==> src/rtl/fifo_pkg.sv <==
// Shared defaults and the word type for the synchronous show-ahead FIFO.
package fifo_pkg;

  localparam int DATA_W = 32;
  localparam int DEPTH  = 16;

  typedef logic [DATA_W-1:0] word_t;

endpackage

==> src/rtl/fifo_mem.sv <==
// DEPTH x DATA_W register array: one synchronous write port, one combinational read port.
module fifo_mem
  import fifo_pkg::*;
#(
  parameter int DATA_W = fifo_pkg::DATA_W,
  parameter int DEPTH  = fifo_pkg::DEPTH,
  localparam int ADDR_W = $clog2(DEPTH)
) (
  input  logic              clk,
  input  logic              wr_en,
  input  logic [ADDR_W-1:0] wr_addr,
  input  logic [DATA_W-1:0] wr_data,
  input  logic [ADDR_W-1:0] rd_addr,
  output logic [DATA_W-1:0] rd_data
);

  // Storage is deliberately left unreset; the pointers decide what is valid.
  logic [DATA_W-1:0] mem [DEPTH];

  always_ff @(posedge clk) begin
    if (wr_en) begin
      mem[wr_addr] <= wr_data;
    end
  end

  assign rd_data = mem[rd_addr];

endmodule

==> src/rtl/fifo.sv <==
// Single-clock FIFO with a registered first-word-fall-through output on dout.
module fifo
  import fifo_pkg::*;
#(
  parameter int DATA_W = fifo_pkg::DATA_W,
  parameter int DEPTH  = fifo_pkg::DEPTH
) (
  input  logic              clk,
  input  logic              rst,
  input  logic [DATA_W-1:0] di,
  input  logic              wen,
  output logic [DATA_W-1:0] dout,
  input  logic              ren
);

  localparam int PTR_W = $clog2(DEPTH);
  localparam int CNT_W = PTR_W + 1;

  logic [PTR_W-1:0]  rd_ptr_reg, rd_ptr_next;
  logic [PTR_W-1:0]  wr_ptr_reg, wr_ptr_next;
  logic [CNT_W-1:0]  count_reg, count_next;
  logic [DATA_W-1:0] dout_reg, dout_next;
  logic [PTR_W-1:0]  ahead_addr;
  logic [DATA_W-1:0] ahead_data;
  logic              empty, full, rd_acc, wr_acc;

  // The word behind the head is fetched early so a pop can refill dout in one edge.
  assign ahead_addr = rd_ptr_reg + PTR_W'(1);

  fifo_mem #(
    .DATA_W (DATA_W),
    .DEPTH  (DEPTH)
  ) u_mem (
    .clk     (clk),
    .wr_en   (wr_acc),
    .wr_addr (wr_ptr_reg),
    .wr_data (di),
    .rd_addr (ahead_addr),
    .rd_data (ahead_data)
  );

  always_comb begin
    empty       = (count_reg == '0);
    full        = (count_reg == CNT_W'(DEPTH));
    rd_acc      = ren & ~empty;
    // A pop in the same edge frees the slot, so a full FIFO still accepts.
    wr_acc      = wen & (~full | rd_acc);
    rd_ptr_next = rd_ptr_reg;
    wr_ptr_next = wr_ptr_reg;
    count_next  = count_reg;
    dout_next   = dout_reg;

    if (rd_acc) rd_ptr_next = rd_ptr_reg + PTR_W'(1);
    if (wr_acc) wr_ptr_next = wr_ptr_reg + PTR_W'(1);

    case ({wr_acc, rd_acc})
      2'b10:   count_next = count_reg + CNT_W'(1);
      2'b01:   count_next = count_reg - CNT_W'(1);
      default: count_next = count_reg;
    endcase

    if (empty && wr_acc) begin
      dout_next = di;
    end else if (rd_acc && count_reg >= CNT_W'(2)) begin
      dout_next = ahead_data;
    end else if (rd_acc && wr_acc) begin
      // Last stored word popped while a new one arrives: bypass it straight to dout.
      dout_next = di;
    end
  end

  always_ff @(posedge clk or posedge rst) begin
    if (rst) begin
      rd_ptr_reg <= '0;
      wr_ptr_reg <= '0;
      count_reg  <= '0;
      dout_reg   <= '0;
    end else begin
      rd_ptr_reg <= rd_ptr_next;
      wr_ptr_reg <= wr_ptr_next;
      count_reg  <= count_next;
      dout_reg   <= dout_next;
    end
  end

  assign dout = dout_reg;

endmodule

==> config.mk <==
export PLATFORM = sky130hd
export DESIGN_NAME = fifo
export DESIGN_NICKNAME = d
export VERILOG_FILES = /design/src/rtl/fifo_pkg.sv /design/src/rtl/fifo_mem.sv /design/src/rtl/fifo.sv
export SDC_FILE = /design/constraint.sdc
export NUM_CORES = 1
export LEC_CHECK = 0
export BUFFER_PORTS_ARGS = -buffer_cell sky130_fd_sc_hd__buf_2
export CORE_MARGIN = 2
export CORE_UTILIZATION = 61
export DETAILED_ROUTE_END_ITERATION = 6
export PLACE_DENSITY = 0.78
export SKIP_LAST_GASP = 1
export SYNTH_ARGS = -nofsm -noshare
export SYNTH_HDL_FRONTEND = slang
export SYNTH_HIERARCHICAL = 1
export SYNTH_SLANG_ARGS = --single-unit
==> constraint.sdc <==
create_clock -name clk -period 5.5 [get_ports clk]
set_clock_uncertainty 0.1 [all_clocks]
set_input_delay 1.1 -clock clk [delete_from_list [all_inputs] [get_ports clk]]
set_output_delay 1.1 -clock clk [all_outputs]
set_load 0.05 [all_outputs]
**After elaboration in Yosys (flattened, before gate mapping)**

Memories as Yosys holds them, arrays and structs flattened.
Cells that the tools add are included.

- Input port bits: 36
- Memories: 1
- Word-level logic and storage cells: 30
- Output and inout bits: 32
- Memory bits (writable): 512
- Flip-flop bits (word level): 45

- $add $sub $neg: 4
- Equality and inequality tests: 3
- Bitwise logic cells: 5
- Reduce and logical (&&, ||, !) cells: 6
- Multiplexer cells: 6
- $lt $le $gt $ge: 1

Memory list:

| name | words | bits a word | rd ports | clocked after memory_dff | wr ports | RTL line | RTL |
|---|---|---|---|---|---|---|---|
| u_mem.mem | 16 | 32 | 1 | 0 | 1 | fifo_mem.sv:18 | `logic [DATA_W-1:0] mem [DEPTH];` |

Operators by type and width:

| cell | count |
|---|---|
| $mux 32 | 3 |
| $pmux 5 s2 | 1 |
| $add 4x1->4 const B | 2 |
| $add 5x1->5 const B | 1 |
| $eq 5x5->1 const B | 1 |
| $ge 5x2->1 const B | 1 |
| $logic_not 5->1 | 1 |
| $sub 5x1->5 const B | 1 |
| $logic_and 1x1->1 | 3 |
| $reduce_bool 3->1 | 1 |
| $and 1x1->1 | 2 |
| $eq 2x1->1 const B | 1 |
| $eq 2x2->1 const B | 1 |
| $mux 1 | 2 |
| $not 1->1 | 2 |
| $reduce_bool 2->1 | 1 |
| $or 1x1->1 | 1 |

**Longest topological paths before layout**

Gate-level depths: netlist of run 1.

- Depth after elaboration: 9
- Depth in mapped cells: 11
- Gate-level depth less buffers: 10

**Cells and area by module**

The synthesis of run 1 kept the hierarchy.

By module, submodules not included:

| module | area an instance (um^2) | instances | cells each | seq. area each (um^2) |
|---|---|---|---|---|
| fifo_mem | 19213.4 | 1 | 806 | 15374.7 |
| fifo | 2493.6 | 1 | 239 | 1126.1 |

**Worst setup path after synthesis of run 1**

Ideal clock, no wire load.

- Path kind: input port to flip-flop
- Start: input ren
- End: memory u_mem.mem[0][0], enable pin
- Cell stages on the path: 5
- Slack: 487 ps
- Arrival: 4452 ps
- Library setup time: 461 ps
- Data required time: 4939 ps
- Buffers on the path: 1
- Cell sequence: clkbuf_1 nand2b_1 o21a_1 or3b_2 nor3_1

- Cells in the longest elaborated chain, start to end: 5

Ends and longest elaborated chain:

| element | RTL line | RTL |
|---|---|---|
| start, declared | fifo.sv:13 | `input logic ren` |
| $and 1x1->1 | fifo.sv:45 | `rd_acc = ren & ~empty;` |
| $or 1x1->1 | fifo.sv:47 | `wr_acc = wen & (~full \| rd_acc);` |
| $and 1x1->1 | fifo.sv:47 |  |
| net wr_acc | fifo.sv:25 | `logic empty, full, rd_acc, wr_acc;` |
| $mux 1 | fifo_mem.sv:21 | `if (wr_en) begin` |
| $mux 1 (implied by the code) | fifo_mem.sv:22 | `mem[wr_addr] <= wr_data;` |
| end, declared | fifo_mem.sv:18 |  |

The timed path passes the listed nets, and every way through them passes these cells.

**Final worst setup path of run 1**

- Start: input ren
- End: memory u_mem.mem[0][21], enable pin

The elaborated chain is that of the path after synthesis.

==> reports/metrics.cfg, run 1 <==
[run_status]
status=finished clean

[layout]
final_common_cell=edfxtp_1
diodes=0
largest_reg_flops=512
final_area_um2=24300
nets=1172
syn2layout_area_growth_pct=11.9
layout_common_cells=edfxtp_1 (512), mux4_2 (128), buf_2 (67), a22oi_1 (64), clkbuf_16 (53)
drive_above_1_share_pct=29.0

[clock_network]
hold_buffers=0
cts_num_sinks=557
post_cts_buffers=0
path_clk_slew_ns=0.06
cts_buffers=53
clock_latency_ns=0.58
htree_levels=2
cts_tree=yes
cts_resized=0
clock_tree.buffer_depth=3
cts-root-buf=clkbuf_16

[setup_path]
endpoint_kind=register
critical_path_class=primary input to register
crit_required_ns=5.67
critPathLaunchType=primary input
cp_top_family=simple AND/OR/NAND/NOR gates
worstReg2RegEnd=u_mem/mem[0][21]
worstPathCellList=buf_2 > nand2b_1 > o21a_1 > or3b_2 > nor3_2 > buf_12
crit_path_max_fanout=23
cp_slowest_cell=nor3_2
r2r_cells=5
r2r_slack_ns=2.07
max_stage_delay_ns=0.77
reg2reg_from=count_reg[3]
path_buf_inv=2
worst_ep_arrival_time_ns=3.64

[timing]
rsz0062_at_grt=no
fmax_mhz=288
hold_viol=0
period_needed_ns=3.47
fin_setup_tns_ns=0
layout_setup_ws_ns=2.03
tightest_slew_ns=1.22
slew-limit-headroom_pct=18.3
post-route-period-util_pct=63.1
setup_viol=0
maxSlewViolCount=0

[synthesis]
ys_ff_latch=557
syn_area_per_cell_um2=20.8
synth_top_cell_area_share_pct=70.8
syn_nets=1087
async_flop_share_pct=8.08
yosysUniqueCellTypes=50
synth_top_cell_by_area=edfxtp_1
synth_area_um2=21700
synth.yosys.warnings=6
netlist_instances=1045
yosys-top-cells-area=edfxtp_1 (71%), mux4_2 (13%), dfrtp_1 (5.2%)
seq_area_frac_synth_pct=76.0
synth_ff_type=edfxtp_1
synth_edf_count=512

[detailed_routing]
ant_nets=0
dr.first_iter.drc_count=1206
drc=0
finalWirelength_um=45300
vias_per_cell=6.58
first_pass_iters=7
wl_per_cell_um=27.7
vias=10800

[pwr]
vdd_drop_max_mv=1.04
powerDensity_nw_per_um2=578
p_leak_nw=7.98

[global_route]
gr-total-overflow=0
grt_pass1_wl_um=68300
grt_start_max_net_pins=89
track_usage_pct=25.6
grt_pass1_vias=11100
antenna_found_initial=0

[place]
io_buffers=67
dp_hpwl_um=23800
post-place-ws_ns=1.48
place.gp.congestion=0.847
post_dp_cell_area_um2=22600

[die]
num_rows=69
io_pins=68
core_um2=35300
start_util_pct=61.5
die_area_um2=37100
die_h_um=193
dieWidth_um=193

[min_path]
hold_path_end=rd_ptr_reg[3]
hp-start=rd_ptr_reg[3]
min_path_type=register to register
min_path_cells=1

[run]
maxCapViolCount=0

## cell usage after synthesis (7+ instances only)
| library cell | count |
|---|---|
| a21oi_1 | 19 |
| a21oi_2 | 20 |
| a22oi_1 | 64 |
| buf_1 | 9 |
| buf_2 | 7 |
| buf_4 | 14 |
| buf_6 | 7 |
| clkbuf_1 | 21 |
| dfrtp_1 | 45 |
| edfxtp_1 | 512 |
| mux2i_1 | 33 |
| mux4_2 | 128 |
| nand2_1 | 40 |
| nor2_1 | 51 |
| xnor2_1 | 7 |
## power breakdown
group	internal (mW)	switching [mW]	leakage, nW
combinational	2.02	3.08	2.04
clock	1.98	1.48	0.799
sequential	5.22	0.245	5.14
total	9.23	4.81	7.98
## how the worst max path moves through the flow
| stage | from | to | slack, ns | cells past startpoint |
|---|---|---|---|---|
| after detailed placement | ren | u_mem/mem[0][15] | 1.48 | 6 |
| after global routing | ren | u_mem/mem[0][21] | 1.96 | 6 |
| after floorplan | ren | u_mem/mem[0][0] | 0.49 | 5 |
| final | ren | u_mem/mem[0][21] | 2.03 | 6 |
| after global placement | ren | u_mem/mem[0][24] | 1.55 | 6 |
| after CTS | ren | u_mem/mem[0][22] | 2.06 | 6 |
## layer usage
layer | track usage, % | vias up | wire length, um
li1 | - | 4488 | -
met1 | 35.5 | 5625 | 17600
met2 | 40.9 | 553 | 22300
met3 | 5.16 | 96 | 3850
met4 | 9.75 | 0 | 1540
met5 | 0 | - | 0
## logic make-up (layout without fill, tap and decap cells)
kind of cell | after synthesis | count (layout) | share of synthesized area (%)
buffers and inverters | 64 | 193 | 1.63
muxes | 163 | 163 | 14.9
and+or+nand+nor | 118 | 118 | 2.39
adders and majority gates | 6 | 6 | 0.380
xor gates and xnor gates | 12 | 12 | 0.484
DFF | 557 | 557 | 76.0
AOI/OAI and AO/OA | 125 | 125 | 4.19
## final cells by class
cell class / count / area [um2]
timing repair buffer: 88 / 518
multi-input combinational: 424 / 5000
clock buffer: 73 / 1450
fill: 2129 / 11000
clock inverter: 26 / 204
inverter: 6 / 30.0
tap: 461 / 577
sequential: 557 / 16500
## through the flow
| step | power (mW) | std cells | hold WS [ns] | utilization, % |
|---|---|---|---|---|
| after floorplan | 9.23 | 1045 | 0.362 | - |
| after global placement | 10.5 | 1536 | 0.378 | 64.1 |
| after detailed placement | 10.6 | 1536 | 0.381 | 64.1 |
| after CTS | 14.1 | 1635 | 0.397 | 68.8 |
| after global routing | 14.6 | 1635 | 0.416 | 68.8 |
| final | 14.0 | 1635 | 0.399 | 68.8 |
No activity file was read; power rests on OpenSTA's default activity.
==> run 2, diff against run 1 <==
==> constraint.sdc (replaced) <==
create_clock -name clk -period 3.5 [get_ports clk]
set_clock_uncertainty 0.1 [all_clocks]
set_input_delay 0.7 -clock clk [delete_from_list [all_inputs] [get_ports clk]]
set_output_delay 0.7 -clock clk [all_outputs]
set_load 0.05 [all_outputs]
==> run 2 against run 1 <==
  * Hold slack lost 0.39 ns
  * Non-clock buffer count grew 32
  * Critical path depth shrank 1
  * Die area is the same
  * Total power grew 61%
  * Worst setup slack lost 1.4 ns
  * Largest power group unchanged
==> reports/metrics.cfg, run 2 (same netlist as run 1, synthesis figures left out) <==
[run]
maxCapViolCount=0  ; unchanged

[detailed_routing]
top_layer=met4
wl_per_cell_um=27.8  ; +0.30%
met1_length_um=17700  ; +0.39%
finalWirelength_um=46300  ; +2.1%
route.met2.wl_um=23200  ; +4.1%
vias_per_cell=6.46  ; -1.9%
first_pass_iters=5  ; -2
route.met3.wl_um=3490  ; -9.3%
ant_nets=0  ; unchanged
vias=10700  ; -0.13%
dr.first_iter.drc_count=1104  ; -8.5%
drc=0  ; unchanged

[timing]
hold_viol=0  ; unchanged
setup_viol=0  ; unchanged
tightest_slew_ns=0.764  ; -0.459 ns
rsz0062_at_grt=no
slew-limit-headroom_pct=49.1  ; +31 points
period_needed_ns=2.86
post-route-period-util_pct=81.9
fmax_mhz=349
timing.hold.ws_ns=0.0136  ; -0.386 ns
maxSlewViolCount=0  ; unchanged

[layout]
layout_common_cells=edfxtp_1 (512), mux4_2 (128), buf_2 (67), a22oi_1 (64), clkbuf_16 (55)
drive_above_1_share_pct=32.3  ; +3.3 points
syn2layout_area_growth_pct=13.9
diodes=0  ; unchanged
nets=1204  ; +2.7%
largest_reg_flops=512  ; unchanged
final_common_cell=edfxtp_1

[clock_network]
post_cts_buffers=0  ; unchanged
clock_tree.buffer_depth=3  ; unchanged
hold_buffers=0  ; unchanged
clock_latency_ns=0.58  ; about the same
cts_num_sinks=557  ; unchanged
cts-root-buf=clkbuf_16
cts_tree=yes
path_clk_slew_ns=0.06  ; about the same
cts_resized=0  ; unchanged
cts_buffers=53  ; unchanged
htree_levels=2  ; unchanged

[global_route]
track_usage_pct=26.0  ; +0.42 points
grt_pass1_vias=11000  ; -1.0%
grt_start_max_net_pins=36  ; -60%
antenna_found_initial=0  ; unchanged
gr-total-overflow=0  ; unchanged
grt_pass1_wl_um=68900  ; +0.82%

[die]
num_rows=69  ; unchanged
die_h_um=193  ; unchanged
start_util_pct=61.5  ; unchanged
io_pins=68  ; unchanged
core_um2=35300  ; unchanged
die_area_um2=37100  ; unchanged
dieWidth_um=193  ; unchanged

[setup_path]
endpoint_kind=register
critical_path_class=register to register
critPathLaunchType=register
crit_path_max_fanout=11  ; -52%
crit_required_ns=3.66  ; -2.01 ns
worst_ep_arrival_time_ns=3.03  ; -0.61 ns

[run_status]
status=finished clean

[pwr]
vdd_drop_max_mv=0.605  ; -42%
powerDensity_nw_per_um2=914  ; +58%
p_leak_nw=8.24  ; +3.3%
p_total_mw=22.6  ; +61%

[place]
dp_hpwl_um=26100  ; +9.7%
place.gp.congestion=0.787  ; -7.1%
io_buffers=67  ; unchanged

[min_path]
min_path_type=primary input to asynchronous set/reset pin

-- run 2: cell count changes in the layout (fill, tap and decap cells not counted), sizes merged --
cell,change
clkinv,+2
bufinv,+1
buf,+32
inv,-1
clkbuf,-7
clkinvlp,+3
-- run 2: worst max-delay path, stage by stage (launching register included) --
cell and delay (ns):
dfrtp_1 0.47, or4_1 0.37, o21a_1 0.46, or3b_2 0.63, nor2_4 0.27, buf_4 0.26
-- run 2: area by class of cell --
class                   count  area [um2]
fillers                  2072       10600
clock buffers              66        1470
multi-input cells         424        5020
clock inverters            31         285
inverters                   6        30.0
well taps                 461         577
repair buffers            120         833
flip-flops and latches    557       16500
-- run 2: per-layer routing --
metal	vias up	track usage [%]
met3	100	4.42
met4	0	10.6
met2	481	42.4
li1	4544	-
met1	5623	35.6
met5	-	0
-- run 2: report_power, final --
part	switching, mW	internal [mW]	leakage (nW)	total, mW
logic	4.90	3.45	2.25	8.34
registers	0.403	8.19	5.14	8.60
clock network	2.38	3.28	0.855	5.66
-- run 2: per-stage QoR --
stage | setup slack, ns | std cells | area, um2 | TNS, ns | utilization [%]
after global routing | 0.551 | 1665 | 24700 | 0 | 70.0
after detailed placement | 0.437 | 1568 | 23000 | 0 | 65.0
final | 0.635 | 1665 | 24700 | 0 | 70.0
after floorplan | -0.262 | 1045 | 21700 | -25.11 | -
after CTS | 0.673 | 1665 | 24700 | 0 | 70.0
after global placement | 0.492 | 1568 | 23000 | 0 | 65.0
-- run 2: worst paths after layout --
| kind | startpoint | endpoint | slack [ns] | cells past startpoint |
|---|---|---|---|---|
| worst max-delay path | count_reg[2] | u_mem/mem[2][0] | 0.64 | 5 |
| worst min-delay path | rst | dout[4] | 0.01 | 2 |
| worst max register to register | count_reg[2] | u_mem/mem[2][0] | 0.64 | 5 |
| worst min register to register | rd_ptr_reg[3] | rd_ptr_reg[3] | 0.40 | 1 |
| max in group asynchronous | rst | dout[27] | 2.42 | 3 |
| min in group clk | rd_ptr_reg[3] | rd_ptr_reg[3] | 0.40 | 1 |
==> run 3, diff against run 2 <==
--- a/config.mk
+++ b/config.mk
@@ -5,11 +5,12 @@
 export SDC_FILE = /design/constraint.sdc
 export NUM_CORES = 1
 export LEC_CHECK = 0
+export ABC_AREA = 1
 export BUFFER_PORTS_ARGS = -buffer_cell sky130_fd_sc_hd__buf_2
 export CORE_MARGIN = 2
-export CORE_UTILIZATION = 61
+export CORE_UTILIZATION = 56
 export DETAILED_ROUTE_END_ITERATION = 6
-export PLACE_DENSITY = 0.78
+export PLACE_DENSITY = 0.76
 export SKIP_LAST_GASP = 1
 export SYNTH_ARGS = -nofsm -noshare
 export SYNTH_HDL_FRONTEND = slang
==> constraint.sdc (replaced) <==
create_clock -name clk -period 2.6 [get_ports clk]
set_clock_uncertainty 0.1 [all_clocks]
set_input_delay 0.52 -clock clk [delete_from_list [all_inputs] [get_ports clk]]
set_output_delay 0.52 -clock clk [all_outputs]
set_load 0.05 [all_outputs]
==> run 3 against run 2 <==
  * Sequential cell count unchanged
  * Largest power group is now combinational logic
  * Largest cell class unchanged
  * Cell count grew 84%
  * Critical path depth rose by 7
  * Via count is 57% higher
==> reports/metrics.cfg, run 3 <==
[run_status]
status=finished clean

[layout]
largest_reg_flops=512  ; unchanged
layout_common_cells=nand2_1 (713), edfxtp_1 (512), inv_1 (400), nand3_1 (395), buf_2 (67)
final_area_um2=27900  ; +13%
fin_util_pct=64.7  ; -5.3 points
nFillCells=3158  ; +52%
seq_area_um2=16500  ; unchanged
fin_cells=3071  ; +84%
drive_above_1_share_pct=10.2  ; -22 points
syn2layout_area_growth_pct=13.9  ; about the same
nets=2480  ; +110%
diodes=0  ; unchanged
final_common_cell=nand2_1
multi_input_area_um2=5840  ; +16%

[place]
io_buffers=67  ; unchanged
post_dp_cell_area_um2=25900  ; +13%
post-place-ws_ns=0.0607  ; -0.377 ns
placed_cells=2965  ; +89%
dp_hpwl_um=33900  ; +30%
place.gp.congestion=0.831  ; +5.6%

[setup_path]
critical_path_class=register to register
endpoint_kind=register
worst_ep_arrival_time_ns=3.00  ; -0.03 ns
crit_required_ns=3.06  ; -0.60 ns
critPathLaunchType=register
crit_path_max_fanout=31  ; +20

[pwr]
vdd_drop_max_mv=1.19  ; +97%
powerDensity_nw_per_um2=1230  ; +35%
p_leak_nw=11.9  ; +44%
p_total_mw=34.3  ; +52%

[detailed_routing]
wl_per_cell_um=19.6  ; -30%
first_pass_iters=6  ; +1
drc=0  ; unchanged
vias=16900  ; +57%
ant_nets=0  ; unchanged
dr.first_iter.drc_count=1944  ; +76%
finalWirelength_um=60100  ; +30%
vias_per_cell=5.50  ; -15%

[timing]
maxSlewViolCount=0  ; unchanged
timing.hold.ws_ns=0.0182  ; +0.00464 ns
rsz0062_at_grt=no
post-route-period-util_pct=97.9  ; +16 points
hold_viol=0  ; unchanged
tightest_slew_ns=0.794  ; +0.0297 ns
fmax_mhz=393  ; +13%
fin_setup_tns_ns=0  ; unchanged
slew-limit-headroom_pct=47.1  ; -2.0 points
layout_setup_ws_ns=0.0541  ; -0.581 ns
period_needed_ns=2.55  ; -0.319 ns
setup_viol=0  ; unchanged

[die]
core_um2=43100  ; +22%
dieWidth_um=213  ; +11%
die_area_um2=45400  ; +22%
die_h_um=213  ; +11%
num_rows=76  ; +10%
io_pins=68  ; unchanged
start_util_pct=56.8  ; -4.6 points

[synthesis]
synth_area_um2=24500  ; +13%
synth_edf_count=512  ; unchanged
yosysUniqueCellTypes=28  ; -44%
synth.top_cells.by_count=nand2_1 (713), edfxtp_1 (512), inv_1 (403), nand3_1 (395), nor2_1 (50)
synth_top_cell_by_area=edfxtp_1
yosys-top-cells-area=edfxtp_1 (63%), nand2_1 (11%), nand3_1 (8.1%)
syn_nets=2409  ; +120%
synth_top_cell_area_share_pct=62.8  ; -8.0 points
ys_ff_latch=557  ; unchanged
syn_area_per_cell_um2=10.3  ; -50%
synth.yosys.warnings=6  ; unchanged
synthMostInstantiatedCell=nand2_1
netlist_instances=2367  ; +130%
synth_ff_type=edfxtp_1
async_flop_share_pct=8.08  ; unchanged
seq_area_frac_synth_pct=67.4  ; -8.6 points

[global_route]
track_usage_pct=27.2  ; +1.1 points
grt_pass1_vias=16800  ; +53%
gr-total-overflow=0  ; unchanged
antenna_found_initial=0  ; unchanged
grt_start_max_net_pins=86  ; +140%
grt_pass1_wl_um=92600  ; +34%

[clock_network]
cts-root-buf=clkbuf_16
path_clk_slew_ns=0.06  ; about the same
hold_buffers=0  ; unchanged
clock_latency_ns=0.63  ; +0.05 ns
post_cts_buffers=0  ; unchanged
cts_buffers=56  ; +5.7%
htree_levels=2  ; unchanged
cts_tree=yes
cts_resized=0  ; unchanged
clock_tree.buffer_depth=3  ; unchanged
cts_num_sinks=557  ; unchanged

[min_path]
min_path_type=primary input to asynchronous set/reset pin

[run]
maxCapViolCount=0  ; unchanged

==> run 3: cell count changes after synthesis, moves of 33 or more <==
cell / before / now
a22oi_1: 64 / 0
mux2i_1: 33 / 0
inv_1: 6 / 403
o21ai_0: 5 / 38
buf_2: 7 / 47
nand2_1: 40 / 713
nand3_1: 2 / 395
mux4_2: 128 / 0
==> run 3: cell families after synthesis <==
kind of cell | synth area share [%]
adders and majority gates | 0.337
buffers and inverters | 9.44
xor gates and xnor gates | 0.286
AOI/OAI and AO/OA | 2.30
DFF | 67.4
and+or+nand+nor | 20.2
==> run 3: where the power goes <==
group	switching, mW	internal, mW	leakage, nW	total (mW)
sequential	0.421	10.8	5.14	11.2
combinational	9.92	4.40	5.80	14.3
clock	3.46	5.27	0.971	8.73
total	13.8	20.5	11.9	34.3
==> run 3: per-layer routing <==
layer	up-vias	track usage, %	wire (um)
met5	-	0	0
met4	0	12.7	2350
met3	151	3.71	4670
met2	812	46.3	29900
met1	8098	34.6	23200
li1	7833	-	-
==> run 3: path summary, 6_finish.rpt <==
check                         startpoint                 to  slack (ns)  depth (start not counted)
max in group asynchronous            rst      rd_ptr_reg[0]        1.84                          3
hold / removal                       rst           dout[10]        0.02                          3
setup / recovery           rd_ptr_reg[0]            dout[0]        0.05                         12
hold reg to reg                 dout[26]           dout[26]        0.38                          1
min in group clk                  di[11]  u_mem/mem[13][11]        0.18                          1
setup reg to reg           rd_ptr_reg[0]            dout[0]        0.05                         12
==> run 3: final cells by class <==
| type | instances | area share (%) |
|---|---|---|
| Sequential cell | 557 | 59.2 |
| Multi-Input combinational cell | 1283 | 20.9 |
| Inverter | 406 | 5.51 |
| Clock buffer | 63 | 5.12 |
| Timing Repair Buffer | 134 | 4.49 |
| Tap cell | 585 | 2.63 |
| Clock inverter | 43 | 2.14 |
==> run 3: worst max-delay path, stage by stage (launching register included) <==
cell and delay, ns:
dfrtp_1 0.48, inv_6 0.16, inv_6 0.31, buf_4 0.32
nand2_1 0.09, nand2_1 0.07, nand2_1 0.06, nand3_1 0.09
nand3_1 0.09, nand2_1 0.08, nor2_1 0.04, o21ai_0 0.42
o21a_1 0.19
